===== src/rtl/sram_arb_pkg.sv =====
// Shared types and constants for the three-port SRAM arbiter.
// The optional round-robin mode is selected by defining SRAM_ARB_RR_EN.
package sram_arb_pkg;

    localparam int N_REQ    = 3;
    localparam int REQ_DATA = 0;
    localparam int REQ_IF   = 1;
    localparam int REQ_DMA  = 2;

    typedef enum logic [1:0] {
        IDLE   = 2'd0,
        ACCESS = 2'd1,
        DONE   = 2'd2
    } arb_state_t;

    typedef logic [1:0] req_idx_t;

    // Encode a one-hot (or zero) winner vector as a requester index.
    function automatic req_idx_t onehot_to_idx(input logic [N_REQ-1:0] oh);
        req_idx_t idx;
        if (oh[REQ_DATA]) begin
            idx = 2'd0;
        end else if (oh[REQ_IF]) begin
            idx = 2'd1;
        end else if (oh[REQ_DMA]) begin
            idx = 2'd2;
        end else begin
            idx = 2'd0;
        end
        return idx;
    endfunction

    // Decode a requester index into its one-hot grant bit.
    function automatic logic [N_REQ-1:0] idx_to_onehot(input req_idx_t idx);
        logic [N_REQ-1:0] oh;
        case (idx)
            2'd0:    oh = 3'b001;
            2'd1:    oh = 3'b010;
            2'd2:    oh = 3'b100;
            default: oh = 3'b000;
        endcase
        return oh;
    endfunction

    // Index that follows idx in the circular requester order.
    function automatic req_idx_t idx_after(input req_idx_t idx);
        req_idx_t nxt;
        case (idx)
            2'd0:    nxt = 2'd1;
            2'd1:    nxt = 2'd2;
            default: nxt = 2'd0;
        endcase
        return nxt;
    endfunction

endpackage


===== src/rtl/sram_arb_chk.sv =====
// Protocol checker for the SRAM arbiter outputs (simulation only).
module sram_arb_chk
    import sram_arb_pkg::*;
(
    input logic             clk,
    input logic             rst,
    input logic [N_REQ-1:0] gnt,
    input logic             busy,
    input logic             mem_drive,
    input logic             mem_enable_n,
    input logic             mem_read_n,
    input logic             mem_write_n
);

    // Grant is a single completion pulse.
    a_gnt_onehot: assert property (@(posedge clk) disable iff (rst)
        $onehot0(gnt));

    // The SRAM never sees read and write strobes together.
    a_strobe_excl: assert property (@(posedge clk) disable iff (rst)
        !(!mem_read_n && !mem_write_n));

    // A grant only appears in the strobe-free completion cycle.
    a_gnt_in_done: assert property (@(posedge clk) disable iff (rst)
        (gnt != 3'b000) |-> (busy && mem_enable_n && mem_read_n && mem_write_n));

    // An idle arbiter leaves the bus completely quiet.
    a_idle_quiet: assert property (@(posedge clk) disable iff (rst)
        !busy |-> (mem_enable_n && mem_read_n && mem_write_n && !mem_drive
                   && (gnt == 3'b000)));

    // The arbiter never drives the bus while the SRAM is driving it.
    a_read_no_drive: assert property (@(posedge clk) disable iff (rst)
        !mem_read_n |-> !mem_drive);

endmodule


===== src/rtl/sram_arb_pick.sv =====
// Combinational winner selector for the SRAM arbiter.
// Fixed priority data > fetch > DMA by default; with SRAM_ARB_RR_EN the
// search starts at the pointer supplied by the arbiter.
module sram_arb_pick
    import sram_arb_pkg::*;
(
    input  logic [N_REQ-1:0] req,
`ifdef SRAM_ARB_RR_EN
    input  req_idx_t         ptr,
`endif
    output logic [N_REQ-1:0] win
);

    // First active requester when searching in the order a, b, c.
    function automatic logic [N_REQ-1:0] first_in_order(
        input logic [N_REQ-1:0] r,
        input req_idx_t         a,
        input req_idx_t         b,
        input req_idx_t         c
    );
        logic [N_REQ-1:0] f;
        if (r[a]) begin
            f = idx_to_onehot(a);
        end else if (r[b]) begin
            f = idx_to_onehot(b);
        end else if (r[c]) begin
            f = idx_to_onehot(c);
        end else begin
            f = 3'b000;
        end
        return f;
    endfunction

`ifdef SRAM_ARB_RR_EN
    // Rotate the search so it begins just after the last granted requester.
    always_comb begin
        win = 3'b000;
        case (ptr)
            2'd0:    win = first_in_order(req, 2'd0, 2'd1, 2'd2);
            2'd1:    win = first_in_order(req, 2'd1, 2'd2, 2'd0);
            2'd2:    win = first_in_order(req, 2'd2, 2'd0, 2'd1);
            default: win = first_in_order(req, 2'd0, 2'd1, 2'd2);
        endcase
    end
`else
    // Fixed priority: the data port always beats fetch, fetch beats DMA.
    always_comb begin
        win = 3'b000;
        win = first_in_order(req, 2'd0, 2'd1, 2'd2);
    end
`endif

endmodule


===== src/rtl/sram_arbiter.sv =====
// Three-requester arbiter in front of a single asynchronous SRAM.
// Each access: IDLE (arbitrate) -> ACCESS for ACC_CYC cycles -> DONE (grant).
// Define SRAM_ARB_RR_EN for round-robin arbitration instead of fixed priority.
module sram_arbiter
    import sram_arb_pkg::*;
#(
    parameter int ADDR_W  = 18,
    parameter int DATA_W  = 16,
    parameter int ACC_CYC = 2
) (
    input  logic                          clk,
    input  logic                          rst,
    input  logic [N_REQ-1:0]              req,
    input  logic [N_REQ-1:0]              we,
    input  logic [N_REQ-1:0][ADDR_W-1:0]  addr,
    input  logic [N_REQ-1:0][DATA_W-1:0]  wdata,
    output logic [N_REQ-1:0]              gnt,
    output logic [DATA_W-1:0]             rdata,
    output logic [ADDR_W-1:0]             mem_addr,
    output logic [DATA_W-1:0]             mem_dout,
    input  logic [DATA_W-1:0]             mem_din,
    output logic                          mem_drive,
    output logic                          mem_enable_n,
    output logic                          mem_read_n,
    output logic                          mem_write_n,
    output logic                          busy
);

    // Counter reload: ACCESS ends when the counter has reached zero.
    localparam logic [2:0] CNT_LOAD = 3'(ACC_CYC - 1);

    arb_state_t        state_r;
    arb_state_t        state_s;
    logic [2:0]        cnt_r;
    logic [2:0]        cnt_s;
    logic              load_s;
    logic              finish_s;

    logic [N_REQ-1:0]  win_s;
    req_idx_t          win_idx_s;
    req_idx_t          lat_idx_r;
    logic              lat_we_r;
    logic [ADDR_W-1:0] mem_addr_r;
    logic [DATA_W-1:0] mem_dout_r;
    logic [DATA_W-1:0] rdata_r;

    logic              we_nxt_s;
    logic              enable_n_s;
    logic              read_n_s;
    logic              write_n_s;
    logic              drive_s;
    logic              busy_s;
    logic [N_REQ-1:0]  gnt_s;

    logic [N_REQ-1:0]  gnt_r;
    logic              busy_r;
    logic              drive_r;
    logic              enable_n_r;
    logic              read_n_r;
    logic              write_n_r;

`ifdef SRAM_ARB_RR_EN
    req_idx_t          ptr_r;

    sram_arb_pick u_pick (
        .req (req),
        .ptr (ptr_r),
        .win (win_s)
    );

    // Round-robin pointer moves past the requester being granted.
    always_ff @(posedge clk) begin
        if (rst) begin
            ptr_r <= 2'd0;
        end else if (state_r == DONE) begin
            ptr_r <= idx_after(lat_idx_r);
        end
    end
`else
    sram_arb_pick u_pick (
        .req (req),
        .win (win_s)
    );
`endif

    assign win_idx_s = onehot_to_idx(win_s);

    // State and access-length counter registers.
    always_ff @(posedge clk) begin
        if (rst) begin
            state_r <= IDLE;
            cnt_r   <= 3'd0;
        end else begin
            state_r <= state_s;
            cnt_r   <= cnt_s;
        end
    end

    // Next-state logic: arbitrate only in IDLE, count down ACCESS, one DONE.
    always_comb begin
        state_s  = state_r;
        cnt_s    = cnt_r;
        load_s   = 1'b0;
        finish_s = 1'b0;
        case (state_r)
            IDLE: begin
                if (|req) begin
                    state_s = ACCESS;
                    cnt_s   = CNT_LOAD;
                    load_s  = 1'b1;
                end else begin
                    state_s = IDLE;
                end
            end
            ACCESS: begin
                if (cnt_r == 3'd0) begin
                    state_s  = DONE;
                    finish_s = 1'b1;
                end else begin
                    cnt_s = cnt_r - 3'd1;
                end
            end
            DONE: begin
                state_s = IDLE;
            end
            default: begin
                state_s = IDLE;
                cnt_s   = 3'd0;
            end
        endcase
    end

    // Output values for the coming cycle, derived from the next state so the
    // strobes can be registered without adding a cycle of latency.
    always_comb begin
        we_nxt_s   = lat_we_r;
        enable_n_s = 1'b1;
        read_n_s   = 1'b1;
        write_n_s  = 1'b1;
        drive_s    = 1'b0;
        gnt_s      = 3'b000;
        busy_s     = 1'b0;
        if (load_s) begin
            we_nxt_s = we[win_idx_s];
        end else begin
            we_nxt_s = lat_we_r;
        end
        case (state_s)
            ACCESS: begin
                enable_n_s = 1'b0;
                read_n_s   = we_nxt_s;
                write_n_s  = ~we_nxt_s;
                drive_s    = we_nxt_s;
                busy_s     = 1'b1;
            end
            DONE: begin
                // Write data stays on the bus one cycle past the strobe.
                drive_s = we_nxt_s;
                busy_s  = 1'b1;
                if (finish_s) begin
                    gnt_s = idx_to_onehot(lat_idx_r);
                end else begin
                    gnt_s = 3'b000;
                end
            end
            default: begin
                enable_n_s = 1'b1;
            end
        endcase
    end

    // Capture the winning request so the requester may change inputs later.
    always_ff @(posedge clk) begin
        if (rst) begin
            lat_idx_r  <= 2'd0;
            lat_we_r   <= 1'b0;
            mem_addr_r <= {ADDR_W{1'b0}};
            mem_dout_r <= {DATA_W{1'b0}};
        end else if (load_s) begin
            lat_idx_r  <= win_idx_s;
            lat_we_r   <= we[win_idx_s];
            mem_addr_r <= addr[win_idx_s];
            mem_dout_r <= wdata[win_idx_s];
        end
    end

    // Registered strobes, bus enable, busy flag and grant pulse.
    always_ff @(posedge clk) begin
        if (rst) begin
            gnt_r      <= 3'b000;
            busy_r     <= 1'b0;
            drive_r    <= 1'b0;
            enable_n_r <= 1'b1;
            read_n_r   <= 1'b1;
            write_n_r  <= 1'b1;
        end else begin
            gnt_r      <= gnt_s;
            busy_r     <= busy_s;
            drive_r    <= drive_s;
            enable_n_r <= enable_n_s;
            read_n_r   <= read_n_s;
            write_n_r  <= write_n_s;
        end
    end

    // Read data is sampled at the last ACCESS edge and held until the next read.
    always_ff @(posedge clk) begin
        if (rst) begin
            rdata_r <= {DATA_W{1'b0}};
        end else if (finish_s && !lat_we_r) begin
            rdata_r <= mem_din;
        end
    end

    assign gnt          = gnt_r;
    assign busy         = busy_r;
    assign mem_drive    = drive_r;
    assign mem_enable_n = enable_n_r;
    assign mem_read_n   = read_n_r;
    assign mem_write_n  = write_n_r;
    assign mem_addr     = mem_addr_r;
    assign mem_dout     = mem_dout_r;
    assign rdata        = rdata_r;

    sram_arb_chk u_chk (
        .clk          (clk),
        .rst          (rst),
        .gnt          (gnt_r),
        .busy         (busy_r),
        .mem_drive    (drive_r),
        .mem_enable_n (enable_n_r),
        .mem_read_n   (read_n_r),
        .mem_write_n  (write_n_r)
    );

endmodule


===== config.mk =====
export PLATFORM = sky130hd
export DESIGN_NAME = sram_arbiter
export DESIGN_NICKNAME = d
export VERILOG_FILES = /design/src/rtl/sram_arb_pkg.sv /design/src/rtl/sram_arb_chk.sv /design/src/rtl/sram_arb_pick.sv /design/src/rtl/sram_arbiter.sv
export SDC_FILE = /design/constraint.sdc
export NUM_CORES = 1
export LEC_CHECK = 0
export CORE_MARGIN = 5
export CORE_UTILIZATION = 34
export DETAILED_ROUTE_END_ITERATION = 6
export HOLD_SLACK_MARGIN = 0.05
export MAX_ROUTING_LAYER = met4
export PLACE_DENSITY = 0.76
export SYNTH_ARGS = -nofsm -noshare
export SYNTH_HDL_FRONTEND = slang
export SYNTH_SLANG_ARGS = --single-unit

===== constraint.sdc =====
create_clock -name clk -period 1.82 [get_ports clk]
set_clock_uncertainty 0.05 [all_clocks]
set_input_delay 0.273 -clock clk [delete_from_list [all_inputs] [get_ports clk]]
set_output_delay 0.273 -clock clk [all_outputs]
set_load 0.005 [all_outputs]

==> impl_metrics.env <==
export IMPL_vias_per_cell=5.19
export IMPL_crit_chain="inv_2 > ha_4 > ha_4 > or2b_1 > o21ai_1 > nand2_1 > inv_1 > ha_2 > nand2b_1 > or2_1"
export IMPL_postSynthCellCount=374
export IMPL_grt_overflow_total=0
export IMPL_start_util=0.345
export IMPL_io_buffers=183
export IMPL_hpwlAfterDp_mm=8.60
export IMPL_die_height_um=106
export IMPL_root_buffer="clkbuf_8"
export IMPL_post_dp_cell_area_um2=5190
export IMPL_crit_path_start="cnt_r[1]$_SDFFE_PP0P_"
export IMPL_timing_final_crit_share=0.981
export IMPL_finalMaxSlewViolations=0
export IMPL_worst_pin_slew_ns=0.378
export IMPL_clock_latency_ns=0.32
export IMPL_routabilityCongestion=0.855
export IMPL_fmax_ghz=0.560
export IMPL_crit_arrival_ns=1.95
export IMPL_synth_area_um2=3160
export IMPL_fin_crit_ns=1.79
export IMPL_holdWs_ns=0.393
export IMPL_max_slew_margin=0.746
export IMPL_fin_area_um2=5450
export IMPL_routedWlPerCell_um=16.0
export IMPL_antenna_found_initial=0
export IMPL_drc=0
export IMPL_layout_commonest_cell="clkdlybuf4s50_1"
export IMPL_grt_pass1_wl_mm=17.5
export IMPL_die_area_um2=11300
export IMPL_cp_start_kind="flip-flop"
export IMPL_path_clk_slew_ns=0.07
export IMPL_place_ws_ns=-0.127
export IMPL_grt_max_degree=34
export IMPL_mappedNetlistNets=504
export IMPL_p_per_area_nw_per_um2=795
export IMPL_fp_dieW_um=106
export IMPL_ant_nets=0
export IMPL_cts_buffers=9
export IMPL_grt_pass1_vias=3738
export IMPL_hold_viol=0
export IMPL_p_leak_nw=1.94
export IMPL_worstHoldStart="mem_dout[6]$_SDFFE_PP0N_"
export IMPL_io_pins=184
export IMPL_seq_area_frac_synth=0.418
export IMPL_yosys_warnings=0
export IMPL_track_usage=0.197
export IMPL_finalPower_mw=4.33
export IMPL_cp_required_ns=1.99
export IMPL_fin_cells=681
export IMPL_setup_tns_ns=0
export IMPL_path_max_fanout=3
export IMPL_first_iter_violations=98
export IMPL_cts_path_max_buffers=2
export IMPL_rsz0062_at_grt="yes"
export IMPL_setup_slack_ns=0.0349
export IMPL_ys_seq_elements=66
export IMPL_max_cap_violations=0
export IMPL_firstDrtPassIters=4
export IMPL_layout_common_cells="183 x clkdlybuf4s50_1, 64 x dfxtp_1, 59 x nand2_1"
export IMPL_setup_viol=0
export IMPL_h_tree_depth=3
export IMPL_outcome="finished clean"
export IMPL_area_growth_pct=72.5
export IMPL_slowest_stage="dfxtp_2"
export IMPL_nets=695
export IMPL_placedCellCount=663
export IMPL_totalWireLength_mm=10.9
export IMPL_vias=3536
export IMPL_ir_drop_mv=0.380
export IMPL_path_common_cell="ha_4"
export IMPL_ys_types=41
export IMPL_critical_path_endpoint_type="flip-flop"
export IMPL_clock_sinks=66
export IMPL_rows=35
export IMPL_drive_gt1_frac=0.140
export IMPL_hold_class="reg2reg"
export IMPL_antenna_cells=0
export IMPL_timing_rr_start="cnt_r[1]$_SDFFE_PP0P_"
export IMPL_worstSetupPathType="reg2reg"
export IMPL_final_core_util=0.595
export IMPL_design_core_area_um2=9150
export IMPL_cts_tree="yes"
export IMPL_slowest_delay_ns=0.34
export IMPL_synth_area_per_cell_um2=8.44
==> power breakdown <==
group          internal, mW  total, mW  switching [mW]
registers              1.61       1.71          0.0917
logic                 0.794       1.33           0.535
clock network         0.715       1.30           0.580
==> cells in the mapped netlist, drive strengths merged <==
| cell | number | area [um^2] |
|---|---|---|
| nand2 | 70 | 290 |
| o21ai | 70 | 350 |
| dfxtp | 66 | 1320 |
| o22ai | 35 | 219 |
| o22a | 34 | 298 |
| a21oi | 18 | 139 |
| clkbuf | 16 | 60.1 |
| buf | 14 | 115 |
| nor2 | 11 | 51.3 |
| inv | 8 | 30.0 |
| ha | 4 | 50.1 |
| nand2b | 4 | 25.0 |
| nor3 | 4 | 25.0 |
| a31oi | 2 | 12.5 |
| nand3b | 2 | 27.5 |
| nor3b | 2 | 15.0 |
| or2 | 2 | 12.5 |
| or3 | 2 | 17.5 |
| a21o | 1 | 7.51 |
| a22o | 1 | 8.76 |
| a22oi | 1 | 7.51 |
| mux2i | 1 | 10.0 |
| nor2b | 1 | 6.26 |
| nor4 | 1 | 21.3 |
| nor4b | 1 | 8.76 |
| o2bb2ai | 1 | 8.76 |
| o31ai | 1 | 12.5 |
| or2b | 1 | 7.51 |
==> timing repair <==
item	in CTS	in global routing
buffers inserted	1	1
pin swaps	1	4
endpoints found under the setup margin	2	3
gates resized for setup	3	7
hold buffers	0	0
==> worst max-delay path, delay by kind of cell (launching register included) <==
| kind | cells | cell delay [ns] |
|---|---|---|
| DFF | 1 | 0.34 |
| AOI/OAI and AO/OA | 1 | 0.08 |
| buffers and inverters | 2 | 0.12 |
| and+or+nand+nor | 4 | 0.64 |
| adders and majority gates | 3 | 0.45 |
==> layout make-up <==
type                            count  area [um^2]
Tap cell                          111          139
Inverter                            8         30.0
Timing Repair Buffer              210         2080
Clock inverter                      5         61.3
Sequential cell                    66         1320
Clock buffer                       11          151
Fill cell                         809         3700
Multi-Input combinational cell    270         1660
==> state kept, by name (all words and copies together) (netlist names) <==
register / cells
cnt_r: 3
busy: 1
lat_idx_r: 2
lat_we_r: 1
rdata: 16
mem_addr: 18
gnt: 3
state_r: 2
mem_read_n: 1
mem_dout: 16
mem_write_n: 1
mem_drive: 1
mem_enable_n: 1
==> path summary, 6_finish.rpt <==
path / cells past startpoint / to / slack, ns
worst min-delay path: 2 / mem_dout[6]$_SDFFE_PP0N_ / 0.39
worst max-delay path: 10 / mem_write_n$_SDFF_PP1_ / 0.03
worst min register to register: 2 / mem_dout[6]$_SDFFE_PP0N_ / 0.39
worst max register to register: 10 / mem_write_n$_SDFF_PP1_ / 0.03
==> metal layers <==
layer | routed length (um) | share of wire | global-route usage
met1 | 4240 | 0.39 | 0.207
met3 | 632 | 0.058 | 0.0395
met2 | 5670 | 0.52 | 0.351
met4 | 334 | 0.031 | 0.0971
met5 | 0 | 0 | -
==> cell families (layout without fill, tap and decap cells) <==
| kind of cell | count (synthesis) | after routing | synth area share |
|---|---|---|---|
| AOI/OAI and AO/OA | 164 | 164 | 0.337 |
| adders and majority gates | 4 | 4 | 0.0158 |
| buffers and inverters | 38 | 234 | 0.0650 |
| DFF | 66 | 66 | 0.418 |
| muxes | 1 | 1 | 0.00317 |
| and+or+nand+nor | 101 | 101 | 0.161 |
Note: power is estimated with default switching activity, not from simulation.
